[src/rtl/hc_csr_regfile.sv]
// HardCloud MMIO CSR register file.
// Holds N buffer descriptors (64b address + 32b size), the DSM base address
// and the run-control FSM. Reads respond one cycle after the request.
// Descriptor and DSM writes are refused while the accelerator is running.

// One buffer descriptor: address/size storage plus "written since clear" bits.
module hc_csr_desc (
    input  logic        clk,
    input  logic        reset_n,
    input  logic        addr_we,
    input  logic        size_we,
    input  logic        clr_seen,
    input  logic [63:0] wr_data,
    output logic [63:0] address,
    output logic [31:0] size,
    output logic        valid
);
    logic addr_seen;
    logic size_seen;

    // Storage survives a soft clear; only the seen bits are dropped.
    always_ff @(posedge clk or negedge reset_n) begin
        if (!reset_n) begin
            address   <= '0;
            size      <= '0;
            addr_seen <= 1'b0;
            size_seen <= 1'b0;
        end else begin
            if (addr_we) address <= wr_data;
            if (size_we) size    <= wr_data[31:0];
            if (clr_seen) begin
                addr_seen <= 1'b0;
                size_seen <= 1'b0;
            end else begin
                if (addr_we) addr_seen <= 1'b1;
                if (size_we) size_seen <= 1'b1;
            end
        end
    end

    assign valid = addr_seen & size_seen;
endmodule

module hc_csr_regfile #(
    parameter int          TX_CHANNELS = 1,
    parameter int          RX_CHANNELS = 1,
    parameter logic [15:0] BUF_BASE    = 16'h120,
    parameter logic [15:0] DSM_ADDR    = 16'h110,
    parameter logic [15:0] CTL_ADDR    = 16'h118,
    parameter int          TID_W       = 9,
    localparam int         N           = TX_CHANNELS + RX_CHANNELS
) (
    input  logic              clk,
    input  logic              reset_n,
    input  logic              mmio_wr_valid,
    input  logic              mmio_rd_valid,
    input  logic [15:0]       mmio_addr,
    input  logic [TID_W-1:0]  mmio_tid,
    input  logic [63:0]       mmio_wr_data,
    output logic              rd_rsp_valid,
    output logic [TID_W-1:0]  rd_rsp_tid,
    output logic [63:0]       rd_rsp_data,
    output logic [N*64-1:0]   buf_address,
    output logic [N*32-1:0]   buf_size,
    output logic [N-1:0]      buf_valid,
    output logic [63:0]       dsm_base,
    output logic              soft_rst_n,
    output logic              start_pulse,
    output logic              running,
    output logic              err_flag
);
    // Dword addresses of the decoded registers.
    localparam logic [15:0] BASE_DW = BUF_BASE >> 2;
    localparam logic [15:0] DSM_DW  = DSM_ADDR >> 2;
    localparam logic [15:0] CTL_DW  = CTL_ADDR >> 2;

    typedef enum logic [1:0] {
        S_RESET = 2'd0,
        S_IDLE  = 2'd1,
        S_RUN   = 2'd2,
        S_STOP  = 2'd3
    } state_t;

    state_t                 state;
    logic [N-1:0][63:0]     desc_addr;
    logic [N-1:0][31:0]     desc_size;
    logic [N-1:0]           addr_hit;
    logic [N-1:0]           size_hit;
    logic                   dsm_hit;
    logic                   ctl_hit;
    logic                   wr_even;
    logic                   reg_wr;
    logic                   reg_wr_ok;
    logic                   reg_wr_bad;
    logic                   ctl_wr;
    logic                   clr_seen;
    logic [63:0]            rd_data_nxt;

    // Address decode; odd (32b) accesses never hit anything.
    always_comb begin
        addr_hit = '0;
        size_hit = '0;
        for (int i = 0; i < N; i++) begin
            addr_hit[i] = ~mmio_addr[0] && (mmio_addr == BASE_DW + 16'(4 * i));
            size_hit[i] = ~mmio_addr[0] && (mmio_addr == BASE_DW + 16'(4 * i + 2));
        end
    end

    assign dsm_hit    = ~mmio_addr[0] && (mmio_addr == DSM_DW);
    assign ctl_hit    = ~mmio_addr[0] && (mmio_addr == CTL_DW);
    assign wr_even    = mmio_wr_valid & ~mmio_addr[0];
    assign reg_wr     = wr_even & ((|addr_hit) | (|size_hit) | dsm_hit);
    assign reg_wr_ok  = reg_wr & (state != S_RUN);
    assign reg_wr_bad = reg_wr & (state == S_RUN);
    assign ctl_wr     = wr_even & ctl_hit;
    assign clr_seen   = ctl_wr & (mmio_wr_data[31:0] == 32'h0);

    genvar g;
    generate
        for (g = 0; g < N; g++) begin : g_desc
            hc_csr_desc u_desc (
                .clk      (clk),
                .reset_n  (reset_n),
                .addr_we  (reg_wr_ok & addr_hit[g]),
                .size_we  (reg_wr_ok & size_hit[g]),
                .clr_seen (clr_seen),
                .wr_data  (mmio_wr_data),
                .address  (desc_addr[g]),
                .size     (desc_size[g]),
                .valid    (buf_valid[g])
            );
        end
    endgenerate

    assign buf_address = desc_addr;
    assign buf_size    = desc_size;

    // DSM base register, protected the same way as the descriptors.
    always_ff @(posedge clk or negedge reset_n) begin
        if (!reset_n) dsm_base <= '0;
        else if (reg_wr_ok && dsm_hit) dsm_base <= mmio_wr_data;
    end

    // Run-control FSM with sticky error flag and start pulse.
    always_ff @(posedge clk or negedge reset_n) begin
        if (!reset_n) begin
            state       <= S_RESET;
            err_flag    <= 1'b0;
            start_pulse <= 1'b0;
        end else begin
            start_pulse <= 1'b0;
            if (reg_wr_bad) err_flag <= 1'b1;
            if (ctl_wr) begin
                case (mmio_wr_data[31:0])
                    32'h0: begin
                        state    <= S_RESET;
                        err_flag <= 1'b0;
                    end
                    32'h1: begin
                        if (state == S_RESET || state == S_STOP) state <= S_IDLE;
                        else err_flag <= 1'b1;
                    end
                    32'h3: begin
                        if (state == S_IDLE && &buf_valid) begin
                            state       <= S_RUN;
                            start_pulse <= 1'b1;
                        end else begin
                            err_flag <= 1'b1;
                        end
                    end
                    32'h7: begin
                        if (state == S_RUN) state <= S_STOP;
                        else err_flag <= 1'b1;
                    end
                    default: err_flag <= 1'b1;
                endcase
            end
        end
    end

    assign running    = (state == S_RUN);
    assign soft_rst_n = (state != S_RESET);

    // Read mux over current register contents (same-cycle writes not visible).
    always_comb begin
        rd_data_nxt = '0;
        if (dsm_hit) rd_data_nxt = dsm_base;
        if (ctl_hit) rd_data_nxt = {61'b0, err_flag, state};
        for (int i = 0; i < N; i++) begin
            if (addr_hit[i]) rd_data_nxt = desc_addr[i];
            if (size_hit[i]) rd_data_nxt = {32'b0, desc_size[i]};
        end
    end

    // Registered read response; every read responds, unmapped ones with 0.
    always_ff @(posedge clk or negedge reset_n) begin
        if (!reset_n) begin
            rd_rsp_valid <= 1'b0;
            rd_rsp_tid   <= '0;
            rd_rsp_data  <= '0;
        end else begin
            rd_rsp_valid <= mmio_rd_valid;
            if (mmio_rd_valid) begin
                rd_rsp_tid  <= mmio_tid;
                rd_rsp_data <= rd_data_nxt;
            end
        end
    end
endmodule
[config.mk]
export PLATFORM = sky130hd
export DESIGN_NAME = hc_csr_regfile
export DESIGN_NICKNAME = d
export VERILOG_FILES = /design/src/rtl/hc_csr_regfile.sv
export SDC_FILE = /design/constraint.sdc
export NUM_CORES = 1
export LEC_CHECK = 0
export BUFFER_PORTS_ARGS = -buffer_cell sky130_fd_sc_hd__buf_2
export CAP_MARGIN = 25
export CORE_ASPECT_RATIO = 1.75
export CORE_MARGIN = 2
export CORE_UTILIZATION = 49
export CTS_BUF_LIST = sky130_fd_sc_hd__clkbuf_8
export DETAILED_ROUTE_END_ITERATION = 7
export PLACE_DENSITY = 0.79
export SLEW_MARGIN = 15
export SYNTH_ARGS = -nofsm -noshare
export SYNTH_HDL_FRONTEND = slang
export SYNTH_HIERARCHICAL = 1
export SYNTH_SLANG_ARGS = --single-unit
[constraint.sdc]
create_clock -name clk -period 1.7 [get_ports clk]
set_input_delay 0.17 -clock clk [delete_from_list [all_inputs] [get_ports clk]]
set_output_delay 0.17 -clock clk [all_outputs]
set_load 0.03 [all_outputs]
==> impl_metrics.csv <==
group,metric,value,unit
run_status,status,"finished, violations left",
run_status,failed_checks,"setup timing",
sta,max_freq,541.7,MHz
global_route,gr-total-overflow,0,
worst_setup_path,critPathMaxFanout,6,
routing,avgRoutedWirePerCell,26.80,um
yosys,ys.flop_type,"dfrtp_1",
power,vdd_drop_max,0.6116,mV
yosys,netlist_top_cells_area,"dfrtp_1 (56%), mux2_4 (16%), mux2_2 (8.0%)",
floorplanning,die_y,236.3,um
flow_run,max_cap_violations,0,
yosys,synth_cell_type_count,55,
yosys,async_reset_ff_frac,1.000,
yosys,synth_top_area_frac,0.5596,
sta,finClkSkew,0.01942,ns
power,power_report.internal_total,12370,uW
yosys,synth_top_area_cell,"dfrtp_1",
worst_setup_path,crit_required,2.16,ns
floorplanning,fp-row-count,85,
sta,finalCritPeriodShare,1.086,
placed_design,place_area,18890,um2
sta,setup_ws,-0.1461,ns
routing,num_vias,12990,
global_route,grt_pass1_wl,80580,um
routing,drtIter0Drc,955,
yosys,synth.most_common_cell,"dfrtp_1",
power,p_comb_frac,0.085,
floorplanning,die_w,136.8,um
power,power_leakage,0.01150,uW
global_route,grt_pass1_vias,13680,
sta,final_max_slew_viol_count,0,
yosys,synth.avg_cell_area,14.31,um2
yosys,syn_nets,1152,
power,p_sw_frac,0.2499,
power,p_sw,4122,uW
final_layout,drive_above_1_share,0.5795,
min_path,hold_path_depth,5,
min_path,min_delay_worst_endpoint,"state[1]",
yosys,synthTopCellsByCount,"dfrtp_1 (338), mux2_4 (158), mux2_2 (107)",
worst_setup_path,r2r_slack,-0.15,ns
sta,hold_ws,0.09536,ns
placed_design,dp_hpwl,35380,um
routing,ant_nets,0,
clock_network,insertion_delay,0.59,ns
sta,worstMarginPinSlew,0.5084,ns
clock_network,cts-buffers-inserted,47,
sta,finalHoldViolations,0,
power,power_frac_seq,0.497,
routing,wl,57920,um
final_layout,layout.cells.non_filler,2161,
floorplanning,num_io_pins,429,
floorplanning,core_area,30520,um2
global_route,track_usage,0.3287,
yosys,yosys_warnings,6,
final_layout,nNetsFinal,1829,
global_route,grt_max_degree,83,
worst_setup_path,worstRegToRegCells,9,
clock_network,clock_sinks,338,
routing,remaining_drc_errors,0,
floorplanning,start_util,0.4952,
worst_setup_path,rr_endpoint,"g_desc[1].u_desc/address[0]",
placed_design,dp_cells,1953,
sta,setup-tns-final,-20.49,ns
power,powerDensity,749.7,nW/um2
clock_network,cts_tree,"built",
floorplanning,die-area,32320,um2
sta,max_slew_margin,0.6579,
clock_network,cts-htree-levels,2,
worst_setup_path,path_class,"reg -> reg",
clock_network,clockRootBuffer,"clkbuf_8",
yosys,syn-cell-area,15110,um2
yosys,synth-edff-count,0,
power,p_clk_frac,0.418,
sta,rsz0062_at_grt,"true",
min_path,min_path_type,"in -> reg",
placed_design,place.gp.congestion,0.9384,
worst_setup_path,worst_setup_path_start_kind,"flop",
final_layout,areaGrowthSynthToFinish,45.57,%
clock_network,cts_buffer_depth,3,
routing,firstDrtPassIters,6,
final_layout,stdcell_area,22000,um2
sta,period_minus_slack,1.846,ns
yosys,seq_area_frac_synth,0.5596,
min_path,worstHoldStart,"mmio_wr_valid",
final_layout,final_core_util,0.7208,
yosys,synth_seq_cells,338,
worst_setup_path,endpoint_kind,"flop",
worst_setup_path,rr_startpoint,"state[1]",
worst_setup_path,cp.arrival,2.31,ns
global_route,antenna_found_initial,3,
clock_network,clk_pin_slew_worst_paths,0.07,ns
placed_design,io_buffers,428,
routing,vias_per_cell,6.009,
yosys,synth_cells,1056,
sta,setup_viol,250,
[per-layer routing]
layer / vias to the layer above / global-route usage / routed length [um]
li1: 5331 / - / -
met1: 6519 / 0.3586 / 19180
met2: 868 / 0.5561 / 29350
met3: 267 / 0.08016 / 4760
met4: 0 / 0.2197 / 4634
met5: - / 0 / 0
[sequential cells by signal (all words and copies together), names as in the netlist]
signal,flops
state,2
rd_rsp_valid,1
dsm_base,64
rd_rsp_tid,9
g_desc.u_desc/addr_seen,2
g_desc.u_desc/size,64
err_flag,1
rd_rsp_data,64
start_pulse,1
g_desc.u_desc/address,128
g_desc.u_desc/size_seen,2
[critical path, cell delays in order, from the launching register on]
cell and delay [ns]:
dfrtp_1 0.42, ha_4 0.18, inv_4 0.05, nand3_4 0.06, buf_6 0.13, nor2_4 0.16
buf_12 0.18, buf_12 0.12, buf_12 0.12, mux2_4 0.30
[power groups by stage]
| stage | combinational [uW] | clock (uW) | sequential, uW |
|---|---|---|---|
| after floorplan | 248 | 0 | 8550 |
| after global placement | 1170 | 0 | 8340 |
| after detailed placement | 1200 | 0 | 8350 |
| after CTS | 1350 | 6980 | 8200 |
| after global routing | 1480 | 7350 | 8210 |
| final | 1400 | 6890 | 8200 |
[how the worst max path moves through the flow]
| stage | startpoint | endpoint | cells after the start |
|---|---|---|---|
| after floorplan | mmio_addr[9] | g_desc[0].u_desc/size[10] | 8 |
| after global placement | mmio_addr[13] | rd_rsp_data[18] | 9 |
| after detailed placement | mmio_addr[13] | rd_rsp_data[18] | 9 |
| after CTS | state[1] | g_desc[1].u_desc/size[2] | 8 |
| after global routing | state[1] | g_desc[1].u_desc/address[59] | 9 |
| final | state[1] | g_desc[1].u_desc/address[0] | 9 |
[layout by cell type, fill, tap and decap left out, types with 11 or more instances in the layout]
| master | n |
|---|---|
| mux2_2 | 18 |
| clkbuf_8 | 58 |
| inv_1 | 18 |
| buf_4 | 116 |
| dfrtp_1 | 338 |
| nor2_1 | 50 |
| a21oi_1 | 36 |
| nand2_1 | 41 |
| a222oi_1 | 34 |
| buf_6 | 29 |
| buf_2 | 421 |
| a31oi_1 | 29 |
| mux2_4 | 247 |
| buf_12 | 34 |
| o21ai_0 | 28 |
| nand3_1 | 11 |
| clkbuf_16 | 13 |
| dlygate4sd3_1 | 76 |
| o22ai_1 | 13 |
| a221o_1 | 16 |
[metrics by stage]
stage	setup WS, ns	power [uW]
3_5_place_dp	-0.7261	9549
3_3_place_gp	-0.6403	9515
5_1_grt	-0.1989	17040
2_1_floorplan	-0.6685	8794
4_1_cts	-0.1228	16530
6_report	-0.1461	16500
[kinds of logic (layout without fill, tap and decap cells)]
kind of cell,Yosys count,in the layout,synth area share
simple gates,162,162,0.05993
other cells,0,3,0
flops,338,338,0.5596
fa+ha+maj,3,3,0.002484
mux,267,267,0.2380
compound gates,204,204,0.09967
buf+inv,82,793,0.04031
[layout make-up]
cell class	instances	area [um2]
fill	1902	8521
sequential	338	8458
multi-input combinational	636	6666
timing repair buffer	702	5329
clock buffer	58	798.3
tap	391	489.2
clock inverter	25	219.0
inverter	8	35.03
antenna	3	7.507
[timing repair]
item	4_1_cts	5_1_grt
gates cloned	4	15
pin swaps	5	20
buffers inserted	15	14
endpoints found under the setup margin	268	279
resized for setup	47	119
endpoints found under the hold margin	542	0
hold buffers	76	0
Note: power is estimated with default switching activity, not from simulation.
